**src/rtl/alu_issue_queue.sv**
```systemverilog
// Issue/collect wrapper for the 8-bit ALU: registers one command at a time into the ALU,
// samples its result ALU_LAT cycles later and queues it in a response FIFO.
module alu_issue_queue #(
  parameter int DEPTH   = 4,
  parameter int ALU_LAT = 1
) (
  input  logic                       clk,
  input  logic                       rst_n,
  input  logic                       cmd_valid,
  output logic                       cmd_ready,
  input  logic [7:0]                 cmd_a,
  input  logic [7:0]                 cmd_b,
  input  logic [1:0]                 cmd_op,
  output logic [7:0]                 alu_a,
  output logic [7:0]                 alu_b,
  output logic [1:0]                 alu_op,
  output logic                       alu_oe,
  input  logic [7:0]                 alu_y,
  input  logic [4:0]                 alu_flags,
  output logic                       rsp_valid,
  input  logic                       rsp_ready,
  output logic [7:0]                 rsp_y,
  output logic [4:0]                 rsp_flags,
  output logic [1:0]                 rsp_op,
  output logic                       busy,
  output logic [$clog2(DEPTH):0]     count
);
  localparam int PW = $clog2(DEPTH);
  localparam int CW = PW + 1;
  localparam int TW = 2;

  typedef enum logic {S_IDLE, S_WAIT} state_t;

  state_t          state, next_state;
  logic [TW-1:0]   timer;
  logic            accept, push, pop;
  logic [PW-1:0]   head, tail;
  logic [7:0]      mem_y     [DEPTH];
  logic [4:0]      mem_flags [DEPTH];
  logic [1:0]      mem_op    [DEPTH];

  always_ff @(posedge clk or negedge rst_n) begin
    if (!rst_n) state <= S_IDLE;
    else        state <= next_state;
  end

  always_comb begin
    next_state = state;
    cmd_ready  = 1'b0;
    alu_oe     = 1'b0;
    busy       = 1'b0;
    accept     = 1'b0;
    push       = 1'b0;
    case (state)
      S_IDLE: begin
        cmd_ready = (count < CW'(DEPTH));
        accept    = cmd_valid && (count < CW'(DEPTH));
        if (accept) next_state = S_WAIT;
      end
      S_WAIT: begin
        alu_oe = 1'b1;
        busy   = 1'b1;
        if (timer == '0) begin
          push       = 1'b1;
          next_state = S_IDLE;
        end
      end
      default: next_state = S_IDLE;
    endcase
  end

  // Operands are held for the whole WAIT so the ALU sees stable inputs until capture.
  always_ff @(posedge clk or negedge rst_n) begin
    if (!rst_n) begin
      alu_a  <= '0;
      alu_b  <= '0;
      alu_op <= '0;
      timer  <= '0;
    end else begin
      if (accept) begin
        alu_a  <= cmd_a;
        alu_b  <= cmd_b;
        alu_op <= cmd_op;
        timer  <= TW'(ALU_LAT - 1);
      end else if (state == S_WAIT && timer != '0) begin
        timer <= timer - TW'(1);
      end
    end
  end

  assign rsp_valid = (count != '0);
  assign pop       = rsp_valid && rsp_ready;

  // Capture cannot overflow: accept required a free slot and only pops happen meanwhile.
  always_ff @(posedge clk or negedge rst_n) begin
    if (!rst_n) begin
      head  <= '0;
      tail  <= '0;
      count <= '0;
      for (int i = 0; i < DEPTH; i++) begin
        mem_y[i]     <= '0;
        mem_flags[i] <= '0;
        mem_op[i]    <= '0;
      end
    end else begin
      if (push) begin
        mem_y[tail]     <= alu_y;
        mem_flags[tail] <= alu_flags;
        mem_op[tail]    <= alu_op;
        tail            <= tail + PW'(1);
      end
      if (pop) head <= head + PW'(1);
      case ({push, pop})
        2'b10:   count <= count + CW'(1);
        2'b01:   count <= count - CW'(1);
        default: count <= count;
      endcase
    end
  end

  assign rsp_y     = mem_y[head];
  assign rsp_flags = mem_flags[head];
  assign rsp_op    = mem_op[head];

endmodule

```
**config.mk**
```make
export PLATFORM = sky130hd
export DESIGN_NAME = alu_issue_queue
export DESIGN_NICKNAME = d
export VERILOG_FILES = /design/src/rtl/alu_issue_queue.sv
export SDC_FILE = /design/constraint.sdc
export NUM_CORES = 1
export LEC_CHECK = 0
export ABC_AREA = 1
export CAP_MARGIN = 20
export CORE_MARGIN = 4
export CORE_UTILIZATION = 30
export CTS_CLUSTER_SIZE = 16
export DETAILED_ROUTE_END_ITERATION = 10
export GPL_TIMING_DRIVEN = 0
export HOLD_SLACK_MARGIN = 0.1
export PLACE_DENSITY_LB_ADDON = 0.15
export SLEW_MARGIN = 0
export SYNTH_ARGS = -nofsm -noshare
export SYNTH_HDL_FRONTEND = slang
export SYNTH_SLANG_ARGS = --single-unit
```
**constraint.sdc**
```tcl
create_clock -name clk -period 1.65 [get_ports clk]
set_input_delay 0.2475 -clock clk [delete_from_list [all_inputs] [get_ports clk]]
set_output_delay 0.2475 -clock clk [all_outputs]
set_load 0.01 [all_outputs]
```
# Word level (Yosys, flattened, before mapping)

Cells that the tools add are included.

Reductions and logical operators: 9
Add/sub/neg operators: 5
Div/mod/pow operators: 0
Multiply operators: 0
Magnitude comparators: 4
Equal/unequal tests: 2
Shifts and indexed selects: 0
Multiplexer cells: 29
Bitwise logic cells: 3

Operators by type and width:

| kind                  | count |
|---|---|
| $bwmux W32            | 1 |
| $mux W8               | 3 |
| $bwmux W20            | 1 |
| $bmux W8 S2           | 1 |
| $demux W8 S2          | 1 |
| $mux W5               | 3 |
| $bmux W5 S2           | 1 |
| $demux W5 S2          | 1 |
| $mux W2               | 5 |
| $bwmux W8             | 1 |
| $mux W1               | 7 |
| $ge A3 B3 Y1 const B  | 2 |
| $not A2 Y3            | 2 |
| $pmux W3 S2           | 1 |
| $reduce_bool A2 Y1    | 3 |
| $add A2 B1 Y2 const B | 2 |
| $bmux W2 S2           | 1 |
| $demux W2 S2          | 1 |
| $logic_and A1 B1 Y1   | 4 |
| $add A3 B1 Y3 const B | 1 |
| $lt A3 B1 Y1 const B  | 1 |
| $lt A3 B3 Y1 const B  | 1 |
| $reduce_bool A3 Y1    | 1 |
| $sub A3 B1 Y3 const B | 1 |
| other kinds (6)       | 6 |

Memory bits (read-only): 0
Memory bits (writable): 0
Flip-flop bits (word level): 88
Memories kept: 0
Input bits: 35
Bits in latches: 0

# Longest topological paths before layout

Gate-level depths: netlist of run 1.

Word-level depth: 6
Mapped depth: 12

# Worst setup path after synthesis of run 1

No wires, ideal clock.

Kind: register to register
Start: reg count[0]
End: reg count[2]
Path slack: -0.121 ns
Arrival: 1.654 ns
Stages on the path, launching flop included: 12
Setup time: 0.117 ns
Data required time: 1.533 ns
Period minus slack after synthesis: 1.771 ns
Cells stage by stage: dfrtp_1 -> inv_1 -> nand3_1 -> nand2_1 -> inv_1 -> ha_1 -> inv_1 -> fa_1 -> nand2_1 -> nand3_1 -> nand2_1 -> nand2_1

Cells in the longest elaborated chain, start to end: 4
Elaborated cells between the ends (all ways): 8

Ends and longest elaborated chain:

| item                                                     | line | text |
|---|---|---|
| start: declaration                                       | 26   | `output logic [$clog2(DEPTH):0] count` |
| start signal: assignment                                 | 114  | `2'b10: count <= count + CW'(1);` |
| start signal: assignment                                 | 115  | `2'b01: count <= count - CW'(1);` |
| start signal: assignment                                 | 116  | `default: count <= count;` |
| $reduce_bool A3 Y1 (*)                                   | 91   | `assign rsp_valid = (count != '0);` |
| via rsp_valid                                            | 20   | `output logic rsp_valid,` |
| $logic_and A1 B1 Y1 (*)                                  | 92   | `assign pop = rsp_valid && rsp_ready;` |
| via pop                                                  | 36   | `logic accept, push, pop;` |
| $eq A2 B1 Y1 / $eq A2 B2 Y1 (equally long branches)      | 113  | `case ({push, pop})` |
| $pmux W3 S2 / $reduce_bool A2 Y1 (equally long branches) | -    |  |

The timed path passes the listed nets; every way through them passes the cells marked *.
A chain may end at the register's enable or synchronous reset.

# Final worst setup path of run 1

Start: reg head[0]
End: out rsp_y[1]

Cells in the longest elaborated chain, start to end: 4

Ends and longest elaborated chain:

| item                                        | line | text |
|---|---|---|
| start: declaration                          | 37   | `logic [PW-1:0] head, tail;` |
| start signal: assignment                    | 112  | `if (pop) head <= head + PW'(1);` |
| $not A2 Y3 (implied by the code)            | 121  | `assign rsp_y = mem_y[head];` |
| $bmux W8 S2                                 | 121  |  |
| $mux W8 (implied by the code) (2 in series) | 121  |  |
| end: declaration                            | 22   | `output logic [7:0] rsp_y,` |

Every way passes these cells. The select of a mux whose other input is x is not followed.

==> impl_results.md, run 1 <==
* Number of storage elements in the synthesis netlist at a little under 90
* Final instance area at 5590 um2
* Average wire per standard cell at roughly 15 um
* Die area at ~15000 um2
* Root buf cell: sky130_fd_sc_hd__clkbuf_16
* Distinct cells, synth at 21
* Via/cell ratio at approximately 4.5
* Register area at approximately 2200 um2
* Cell taking the most area after synthesis: sky130_fd_sc_hd__dfrtp_1
* Worst EP arrival at about 1.5 ns
* GRT Util Overall at around 15%
* Clock insertion delay at the later pin of the skew report at roughly 0.34 ns
* Overall routed net length at about 11000 um
* Total CTS buffers at 9
* Count of clock tree sinks at between 80 and 90
* Placement-stage worst setup slack at -0.520 ns
* Final slew viol count at 0
* Number of nets in the synthesized netlist at slightly above 500
* Power per standard cell area at between 2000 and 2500 nW/um2
* Top post-synthesis cells by area: sky130_fd_sc_hd__dfrtp_1, sky130_fd_sc_hd__nand2_1, sky130_fd_sc_hd__o21ai_1
* Setup clock skew after layout at approximately 0.0045 ns
* Worst Slack Setup Final at -0.128 ns
* Most used cells in the layout excluding fill and tap cells: sky130_fd_sc_hd__nand2_1, sky130_fd_sc_hd__dfrtp_1, sky130_fd_sc_hd__o21ai_1, sky130_fd_sc_hd__clkdlybuf4s50_1, sky130_fd_sc_hd__inv_1
* Post-synthesis cell area at 4020 um2
* Sequential-to-total area share from yosys stat at roughly 55%
* Final hold violations at 0
* Vias in the first global route at about 3400
* Critical path startpoint category: flip-flop
* Longest individual stage delay on the worst path at between 0.4 and 0.5 ns
* Top Ports at between 70 and 80
* Worst Hold Class: in2reg
* Worst Path Buf+Inv at 4
* Iteration-0 DRC count of the detailed router at 227
* Remaining global-route overflow at 0
* Area of the multi-input gates at between 1000 and 1500 um2
* Starting density of the core at 30.5%
* Worst reg2reg path startpoint: count[2]
* Net switching fraction of the power at between 30% and 40%
* Die span in x at about 120 um
* Worst slew slack as a fraction of its limit at around three fifths
* Sum of met2 wire segment lengths after detailed routing at around 5200 um
* Clock period minus final worst setup slack at 1.78 ns
* Max-Cap Viols at 0
* Critical path launch point: head[0]
* Final setup violating endpoints at 15
* Avg Inst Size Synth at roughly 8.6 um2
* Number of inserted filler cells in the final layout at between 1000 and 1500
* Violated checks: negative setup slack
* Crit Path Class: reg2out
* Global-route wire length before repair at between 15000 and 20000 um
* Post-route clock period utilization at 108%
* Combinational share of power at 49.8%
* Unrepaired setup endpoints after global routing: yes
* Worst endpoint required time at 1.40 ns
* Instance count of the mapped netlist at between 400 and 500
* Biggest fanout along the worst timing path at 6
* RD Place Congestion at between 0.7 and 0.8
* P&R area growth vs syn at 39.0%
* Detailed placer's ending HPWL at 7300 um
* Die height at 124 um
* Warning count from the yosys run at 0
* Vias post-DR at between 3000 and 4000
* Post-DRT Antenna Nets at 0
* Worst slew pin tran at between 0.6 and 0.7 ns
* IR Drop Worst-Case VDD at around 750 uV
* Crit-path cells: inv_6 -> buf_8 -> buf_12 -> nand2_2 -> o211ai_1 -> nand2_1 -> buf_2
* Slowest cell on crit path: sky130_fd_sc_hd__dfrtp_2
* Total met3 wirelength after detailed routing at 875 um
* Area of placed instances at between 5000 and 6000 um2
* Antenna cell count at 0
* Achievable frequency at about 0.56 GHz
* Worst hold path startpoint: cmd_b[4]
* Highest signal layer in the routed design: met4
* Number of levels the H-tree was split into at 3
* Result of the run: finished with violations
* Total core area at between 10000 and 15000 um2
* Kind of cell adding the most delay to the critical path: buffers and inverters
* Num rows at 42
* Total routed wire length on the met1 layer at 5000 um
* Share of the synthesized area in the top cell type at between 50 and 60%
* Most common library cell in the layout ignoring fill and taps: sky130_fd_sc_hd__nand2_1
* Cell leakage power at roughly 2.8 nW
* Clock tree from TritonCTS: built
* Clock input transition at the sequential cells of the worst setup and hold paths at roughly 0.060 ns
* Type of destination of the critical path: output pin
* Relative contribution of the clock network to total power at 16.6%
* Count of input and output buffers at 74
* Internal power of the cells at roughly 7 mW
* Clock buffer depth at 2
* Maximum number of pins on one net before global-route repair at 46
* Fraction of final layout cells sized beyond drive strength 1 at between 10% and 20%
* Sequential cell fraction of total power at between 30% and 40%
* Antenna violations before repair at 0
* Net switching power of the design at 4.32 mW
* DRC at 0
* Router iterations before antenna repair at 4
* Final-stage net count at between 600 and 700
## worst reg2reg max path: stages, from the launching register on
cell,delay (ns)
sky130_fd_sc_hd__dfrtp_1,0.40
sky130_fd_sc_hd__inv_2,0.10
sky130_fd_sc_hd__nand3_4,0.10
sky130_fd_sc_hd__nand2_2,0.08
sky130_fd_sc_hd__inv_2,0.04
sky130_fd_sc_hd__ha_4,0.15
sky130_fd_sc_hd__inv_2,0.07
sky130_fd_sc_hd__fa_2,0.43
sky130_fd_sc_hd__o21ai_1,0.13
## synth_stat cells
library cell               number
sky130_fd_sc_hd__ha_1           6
sky130_fd_sc_hd__nand2_2        6
sky130_fd_sc_hd__buf_2         10
sky130_fd_sc_hd__xnor2_1        1
sky130_fd_sc_hd__inv_4          1
sky130_fd_sc_hd__clkbuf_1       3
sky130_fd_sc_hd__inv_2          1
sky130_fd_sc_hd__buf_4          3
sky130_fd_sc_hd__fa_1           1
sky130_fd_sc_hd__nor2_1         4
sky130_fd_sc_hd__buf_6          9
sky130_fd_sc_hd__or2_2          1
sky130_fd_sc_hd__inv_1         60
sky130_fd_sc_hd__xor2_1         1
sky130_fd_sc_hd__o211ai_1      30
sky130_fd_sc_hd__nand2_1      172
sky130_fd_sc_hd__o21ai_1       60
sky130_fd_sc_hd__nand4_1        1
sky130_fd_sc_hd__dfrtp_1       88
sky130_fd_sc_hd__nand3_1        5
sky130_fd_sc_hd__o21ai_0        5
## metrics by stage
step	setup TNS [ns]	util, %	instances	total power [mW]	hold slack, ns
after detailed placement	-7.05	38.0	719	8.90	0.292
after global routing	-2.20	42.4	754	12.2	0.429
after global placement	-274.17	37.8	718	8.79	0.464
final	-1.04	42.4	754	11.3	0.440
after CTS	-1.47	41.9	751	11.4	0.419
after floorplan	-0.00247	-	468	6.59	-0.0481
## repair_timing
action,in CTS,in global routing
hold buffers,1,0
setup endpoints to repair,21,18
cloned,3,0
endpoints found under the hold margin,43,0
resized for setup,107,12
setup buffers,12,3
pin swaps,11,4
## final timing paths
check | end | slack [ns] | cells after the start
hold / removal | alu_b[4] | 0.44 | 3
setup / recovery | rsp_y[1] | -0.13 | 7
min in group asynchronous | mem_flags[17] | 0.46 | 2
setup reg to reg | count[1] | 0.08 | 8
hold reg to reg | alu_b[4] | 0.49 | 2
max in group asynchronous | state | 0.53 | 3
## cells by family (layout without fill, tap and decap cells)
kind of cell             count (synthesis)  in the layout  share of synthesized area, %
AND/OR/NAND/NOR                        189            189                          18.3
XOR/XNOR                                 2              2                         0.436
adder cells (fa/ha/maj)                  7              7                          2.36
buffers and inverters                   87            197                          10.5
flip-flops                              88             88                          54.8
AO/OA/AOI/OAI                           95             95                          13.7
## registers in the layout, indices dropped and copies added (netlist names)
register   count
mem_op         8
count          3
timer          2
alu_b          8
state          1
head           2
mem_flags     20
alu_op         2
mem_y         32
tail           2
alu_a          8
## metal layers
metal,GRT usage [%],up-vias
met1,20.3,1595
li1,-,1685
met2,24.1,108
met3,4.45,9
met4,4.91,0
met5,0,-
## power by group through the flow
stage	registers [mW]	logic [mW]	clock network (mW)
final	3.80	5.62	1.87
after global placement	3.77	5.02	0
after CTS	3.80	5.61	1.96
after global routing	3.91	6.28	2.01
after floorplan	3.81	2.77	0
after detailed placement	3.80	5.09	0
## area by class of cell
type,instances,area share [%]
clock buffer,12,4.41
timing repair inverter,1,0.112
clock inverter,4,0.358
tap,176,3.94
timing repair buffer,93,16.0
sequential,88,39.4
buffer,25,5.10
inverter,62,4.36
multi-input combinational,293,26.3
(Power assumes the default switching activity.)
==> run 2, diff against run 1 <==
--- a/config.mk
+++ b/config.mk
@@ -18,3 +18,4 @@
 export SYNTH_ARGS = -nofsm -noshare
 export SYNTH_HDL_FRONTEND = slang
 export SYNTH_SLANG_ARGS = --single-unit
+export TNS_END_PERCENT = 50
==> run 2 against run 1 <==
Compared with the run above: the flow still finishes with violations (negative setup slack); via count fell by 1.1%; largest cell class unchanged; maximum frequency barely moved; critical path depth did not move; combinational power fell by 3.9%; die area did not move; core utilization fell by 0.71 points; worst setup slack improved by 0.00059 ns.
==> impl_results.md, run 2 (same netlist as run 1, synthesis figures left out) <==
* Power per standard cell area at 2010 nW/um2 (-0.28%)
* Maximum number of pins on one net before global-route repair at 46 (unchanged)
* Worst EP arrival at 1.53 ns (about the same)
* Worst slew pin tran at 0.606 ns (-0.00392 ns)
* Worst slew slack as a fraction of its limit at 59.6% (+0.26 points)
* Root buf cell: sky130_fd_sc_hd__clkbuf_16
* Sum of internal, switching and leakage power at 11.1 mW (-2.0%)
* Global-route wire length before repair at 17700 um (-0.20%)
* Die area at 15300 um2 (unchanged)
* Number of inserted filler cells in the final layout at 1321 (+0.53%)
* Post-route clock period utilization at 108% (about the same)
* Crit Path Class: reg2out
* Remaining global-route overflow at 0 (unchanged)
* Most used cells in the layout excluding fill and tap cells: sky130_fd_sc_hd__nand2_1, sky130_fd_sc_hd__dfrtp_1, sky130_fd_sc_hd__o21ai_1, sky130_fd_sc_hd__inv_1, sky130_fd_sc_hd__clkdlybuf4s50_1
* Average wire per standard cell at 14.9 um (+0.27%)
* Detailed placer's ending HPWL at 7300 um (unchanged)
* Final slew viol count at 0 (unchanged)
* Register with the highest flop count: mem_y
* Worst R2R Setup Slack at 0.01 ns (-0.07 ns)
* Violated checks: negative setup slack
* Result of the run: finished with violations
* Clock buffer depth at 2 (unchanged)
* Overall routed net length at 11100 um (-0.92%)
* Total negative slack for setup checks at -1.43 ns (-0.393 ns)
* Count of clock tree sinks at 88 (unchanged)
* Total CTS buffers at 9 (unchanged)
* Max-Cap Viols at 0 (unchanged)
* Final-stage net count at 606 (-1.5%)
* Final setup violating endpoints at 15 (unchanged)
* Worst Slack Setup Final at -0.127 ns (+0.000592 ns)
* Iteration-0 DRC count of the detailed router at 224 (-1.3%)
* Post-DRT Antenna Nets at 0 (unchanged)
* Register area at 2200 um2 (unchanged)
* Number of levels the H-tree was split into at 3 (unchanged)
* Vias post-DR at 3359 (-1.1%)
* Area of the multi-input gates at 1460 um2 (-0.68%)
* GRT Util Overall at 15.3% (-0.019 points)
* Clock insertion delay at the later pin of the skew report at 0.34 ns (about the same)
* Clock input transition at the sequential cells of the worst setup and hold paths at 0.06 ns (about the same)
* Unrepaired setup endpoints after global routing: yes
* Achievable frequency at 0.563 GHz (about the same)
* Setup clock skew after layout at 0.00457 ns (+0.0000683 ns)
* IR Drop Worst-Case VDD at 757 uV (+0.41%)
* Clock tree from TritonCTS: built
* Final hold violations at 0 (unchanged)
* Worst endpoint required time at 1.40 ns (about the same)
* Num rows at 42 (unchanged)
* Placement-stage worst setup slack at -0.520 ns (unchanged)
* RD Place Congestion at 0.766 (unchanged)
* Starting density of the core at 30.5% (unchanged)
* Antenna violations before repair at 0 (unchanged)
* Total core area at 13200 um2 (unchanged)
* Vias in the first global route at 3356 (-0.39%)
* P&R area growth vs syn at 36.7%
* Placed cell count at 719 (unchanged)
* Most common library cell in the layout ignoring fill and taps: sky130_fd_sc_hd__nand2_1
* Biggest regs: mem_y (32), mem_flags (20)
* Number of flip-flops under the largest register name at 32 (unchanged)
* Cell leakage power at 2.75 nW (-2.1%)
* Clock period minus final worst setup slack at 1.78 ns (-0.000592 ns)
* Type of destination of the critical path: output pin
* Count of input and output buffers at 74 (unchanged)
* Top Ports at 75 (unchanged)
* Fraction of final layout cells sized beyond drive strength 1 at 16.2% (-2.2 points)
* Critical path startpoint category: flip-flop
* Worst Hold Class: in2reg
* Biggest fanout along the worst timing path at 6 (unchanged)
* Die span in x at 124 um (unchanged)
* Die height at 124 um (unchanged)
* DRC at 0 (unchanged)
* Count of placed standard cells in the final layout, fillers left out at 745 (-1.2%)
* Via/cell ratio at 4.51 (about the same)
* Router iterations before antenna repair at 4 (unchanged)
* Antenna cell count at 0 (unchanged)
run 2: changes by cell type in the layout (fill, tap and decap cells not counted), sizes merged:
cell	delta
buf	-8
clkdlybuf4s50	+1
clkinv	+1
dlygate4sd2	-1
dlymetal6s2s	-1
inv	-1
run 2: path summary, 6_finish.rpt:
path / start / endpoint / cells past startpoint
setup / recovery: head[0] / rsp_y[1] / 7
max in group asynchronous: rst_n / state / 3
hold reg to reg: alu_b[4] / alu_b[4] / 2
min in group asynchronous: rst_n / mem_flags[17] / 2
hold / removal: cmd_b[4] / alu_b[4] / 3
setup reg to reg: count[2] / count[1] / 8
run 2: per-layer routing:
metal | up-vias | global-route usage, % | wire length, um
met5 | - | 0 | 0
met4 | 0 | 4.91 | 135
met3 | 9 | 4.45 | 731
met2 | 95 | 24.0 | 5040
met1 | 1588 | 20.3 | 5170
li1 | 1667 | - | -
run 2: worst max-delay path, cell delays in order, from the launching register on:
cell	delay, ns
sky130_fd_sc_hd__dfrtp_2	0.41
sky130_fd_sc_hd__clkinv_4	0.14
sky130_fd_sc_hd__buf_8	0.17
sky130_fd_sc_hd__buf_12	0.12
sky130_fd_sc_hd__nand2_2	0.04
sky130_fd_sc_hd__o211ai_1	0.10
sky130_fd_sc_hd__nand2_1	0.07
sky130_fd_sc_hd__buf_2	0.13
run 2: stage by stage:
| step | hold WS (ns) | utilization (%) | instance area [um2] |
|---|---|---|---|
| after CTS | 0.419 | 41.5 | 5480 |
| after global placement | 0.464 | 37.8 | 4990 |
| final | 0.440 | 41.7 | 5500 |
| after floorplan | -0.0481 | - | 4030 |
| after global routing | 0.429 | 41.7 | 5500 |
| after detailed placement | 0.292 | 38.0 | 5010 |
run 2: timing repair:
action	CTS	global route
gates resized for setup	108	5
pin swaps	11	1
buffers inserted	5	1
hold buffers	1	0
hold endpoints to repair	43	0
setup endpoints to repair	21	17
gates cloned	3	0
run 2: cell type report:
cell class / instances / share of cell area, %
Clock inverter: 4 / 0.364
Timing Repair Buffer: 84 / 14.8
Tap cell: 176 / 4.01
Timing Repair inverter: 1 / 0.114
Inverter: 62 / 4.44
Sequential cell: 88 / 40.1
Clock buffer: 12 / 4.48
Buffer: 25 / 5.19
Multi-Input combinational cell: 293 / 26.5
run 2: where the power goes:
| group | switching (mW) | internal, mW | leakage, nW |
|---|---|---|---|
| clock | 0.820 | 1.05 | 0.136 |
| combinational | 2.85 | 2.55 | 1.53 |
| sequential | 0.590 | 3.21 | 1.08 |
==> run 3, diff against run 2 <==
==> constraint.sdc (replaced) <==
create_clock -name clk -period 1.65 [get_ports clk]
set_input_delay 0.2475 -clock clk [delete_from_list [all_inputs] [get_ports clk]]
set_output_delay 0.2475 -clock clk [all_outputs]
set_load 0.05 [all_outputs]
==> run 3 against run 2 <==
Compared with the run above: the run still ends with negative setup slack left; flip-flop and latch count did not move; worst hold slack got worse by 0.025 ns; sequential power barely moved; die area did not move; register-to-register slack improved by 0.05 ns; clock skew rose by 0.0053 ns; maximum frequency rose by 2.7%; count of clock-buffer cells in the layout fell by 2; global-route usage rose by 0.41 points; final area rose by 0.64%; power rose by 22%; highest routed layer unchanged.
==> impl_results.md, run 3 (same netlist as run 1, synthesis figures left out) <==
* Overall routed net length at 10800 um (-2.3%)
* GRT Util Overall at 15.7% (+0.41 points)
* Number of levels the H-tree was split into at 3 (unchanged)
* DRC at 0 (unchanged)
* Antenna violations before repair at 0 (unchanged)
* Final hold violations at 0 (unchanged)
* Net switching fraction of the power at 46.1% (+7.6 points)
* Biggest fanout along the worst timing path at 10 (+4)
* Remaining global-route overflow at 0 (unchanged)
* RD Place Congestion at 0.746 (-2.7%)
* Worst EP arrival at 1.48 ns (-0.05 ns)
* Total core area at 13200 um2 (unchanged)
* IR Drop Worst-Case VDD at 864 uV (+14%)
* Clock tree from TritonCTS: built
* Result of the run: finished with violations
* Die area at 15300 um2 (unchanged)
* Die span in x at 124 um (unchanged)
* Clock period minus final worst setup slack at 1.73 ns (-0.0472 ns)
* Count of clock tree sinks at 88 (unchanged)
* Final setup violating endpoints at 15 (unchanged)
* Cell leakage power at 2.80 nW (+2.0%)
* Area of placed instances at 5050 um2 (+0.72%)
* Detailed placer's ending HPWL at 7290 um (-0.19%)
* Number of inserted filler cells in the final layout at 1363 (+3.2%)
* Clock buffer depth at 2 (unchanged)
* Clock input transition at the sequential cells of the worst setup and hold paths at 0.07 ns (about the same)
* Crit-path cells: inv_4 -> clkbuf_8 -> o211ai_1 -> nand2_1 -> buf_6
* Met2 track utilization from global routing at 24.4% (+0.34 points)
* Final slew viol count at 0 (unchanged)
* Worst R2R Setup Slack at 0.06 ns (+0.05 ns)
* GR met1 Demand/Resource at 20.8% (+0.56 points)
* Power per standard cell area at 2440 nW/um2 (+21%)
* Root buf cell: sky130_fd_sc_hd__clkbuf_16
* Max-Cap Viols at 0 (unchanged)
* Worst Slack Setup Final at -0.0802 ns (+0.0472 ns)
* Final instance area at 5530 um2 (+0.64%)
* Most common library cell in the layout ignoring fill and taps: sky130_fd_sc_hd__nand2_1
* Combinational share of power at 54.1% (+5.3 points)
* Die height at 124 um (unchanged)
* Via/cell ratio at 4.47 (-0.93%)
* Top Ports at 75 (unchanged)
* Sequential cell fraction of total power at 28.0% (-6.3 points)
* Global-route wire length before repair at 18200 um (+2.6%)
* Vias in the first global route at 3495 (+4.1%)
* Achievable frequency at 0.578 GHz (+2.7%)
* Net switching power of the design at 6.24 mW (+46%)
* Critical path startpoint category: flip-flop
* Fraction of final layout cells sized beyond drive strength 1 at 16.6% (+0.47 points)
* Final-stage net count at 602 (-0.66%)
* Post-route clock period utilization at 105% (-2.9 points)
* Worst slew pin tran at 0.519 ns (-0.0870 ns)
* Worst Reg2Reg Path Length in Cells at 10 (+2)
* Post-DRT Antenna Nets at 0 (unchanged)
* Antenna cell count at 0 (unchanged)
* Worst reg2reg path startpoint: timer[0]
* Type of destination of the critical path: output pin
* Starting density of the core at 30.5% (unchanged)
* Biggest regs: mem_y (32), mem_flags (20)
* P&R area growth vs syn at 37.6%
* Longest individual stage delay on the worst path at 0.41 ns (about the same)
* Average wire per standard cell at 14.6 um (-1.7%)
* Relative contribution of the clock network to total power at 17.9% (+1.0 points)
* Clock insertion delay at the later pin of the skew report at 0.35 ns (about the same)
* Internal power of the cells at 7.29 mW (+7.0%)
* Slowest cell on crit path: sky130_fd_sc_hd__dfrtp_1
* Num rows at 42 (unchanged)
* Setup clock skew after layout at 0.00990 ns (+0.00533 ns)
* Violated checks: negative setup slack
* Worst slew slack as a fraction of its limit at 65.4% (+5.8 points)
* Register with the highest flop count: mem_y
* Total CTS buffers at 9 (unchanged)
* Total negative slack for setup checks at -0.737 ns (+0.693 ns)
* Crit Path Class: reg2out
* Most used cells in the layout excluding fill and tap cells: sky130_fd_sc_hd__nand2_1, sky130_fd_sc_hd__dfrtp_1, sky130_fd_sc_hd__o21ai_1, sky130_fd_sc_hd__inv_1, sky130_fd_sc_hd__clkdlybuf4s50_1
* Unrepaired setup endpoints after global routing: yes
* Worst Hold Class: in2async
* Router iterations before antenna repair at 4 (unchanged)
* Global routing's busiest layer: met2
* Worst endpoint required time at 1.40 ns (about the same)
* Reg2reg end: count[2]
* Placement-stage worst setup slack at -0.729 ns (-0.208 ns)
* Maximum number of pins on one net before global-route repair at 53 (+15%)
* Number of flip-flops under the largest register name at 32 (unchanged)
* Vias post-DR at 3310 (-1.5%)
* Count of input and output buffers at 74 (unchanged)
* Sum of internal, switching and leakage power at 13.5 mW (+22%)
* Global routing met3 resource utilization at 5.27% (+0.82 points)
* Iteration-0 DRC count of the detailed router at 184 (-18%)
run 3: changes by cell type in the layout (fill, tap and decap cells not counted), sizes merged:
cell and delta:
clkdlybuf4s50 -22, dlygate4sd2 +19, buf -4, clkinv -4, bufinv +3, clkdlybuf4s15 +3
clkbuf -1, clkinvlp +1, inv +1
run 3: critical path, delay by kind of cell (launching register included):
family / cells / cell delay, ns
AND/OR/NAND/NOR: 1 / 0.13
AO/OA/AOI/OAI: 1 / 0.09
flip-flops: 1 / 0.41
buffers and inverters: 3 / 0.51
run 3: cell type report:
| cell class | count | area (um2) | area share [%] |
|---|---|---|---|
| flip-flops and latches | 88 | 2210 | 39.9 |
| multi-input cells | 293 | 1450 | 26.2 |
| repair buffers | 81 | 805 | 14.5 |
| plain buffers | 25 | 256 | 4.64 |
| inverters | 62 | 241 | 4.36 |
| clock buffers | 10 | 239 | 4.32 |
| well taps | 176 | 220 | 3.98 |
| clock inverters | 6 | 115 | 2.08 |
run 3: per-stage QoR:
stage | utilization [%] | cells | hold WS (ns)
floorplan | - | 468 | -0.0481
global placement | 38.1 | 718 | 0.462
detailed placement | 38.3 | 719 | 0.257
CTS | 41.9 | 741 | 0.414
global route | 41.9 | 741 | 0.421
finish | 41.9 | 741 | 0.415
run 3: worst max path at each step:
| stage | from | endpoint | slack (ns) | cells past startpoint |
|---|---|---|---|---|
| global route | head[0] | rsp_y[1] | -0.15 | 6 |
| global placement | rst_n | count[0] | -3.45 | 1 |
| detailed placement | head[0] | rsp_flags[2] | -0.73 | 5 |
| finish | head[0] | rsp_y[6] | -0.08 | 5 |
| CTS | head[0] | rsp_y[6] | -0.1 | 6 |
| floorplan | count[0] | count[1] | -0.18 | 8 |
run 3: power groups by stage:
stage | combinational (mW) | clock [mW] | sequential, mW
finish | 7.31 | 2.42 | 3.79
global route | 8.01 | 2.57 | 3.94
CTS | 7.43 | 2.48 | 3.80
detailed placement | 7.11 | 0 | 3.81
global placement | 7.03 | 0 | 3.80
floorplan | 4.01 | 0 | 4.61
run 3: what timing repair did:
item / in CTS / in global routing
hold buffers: 1 / 0
endpoints found under the setup margin: 42 / 18
gates resized for setup: 163 / 4
endpoints found under the hold margin: 36 / 0
pin swaps: 3 / 4
buffers inserted: 5 / 0
run 3: metal layers:
metal	share of wire, %	vias to the layer above
met5	0	-
met4	1.4	0
met3	6.6	12
met2	46	91
met1	46	1551
li1	-	1656
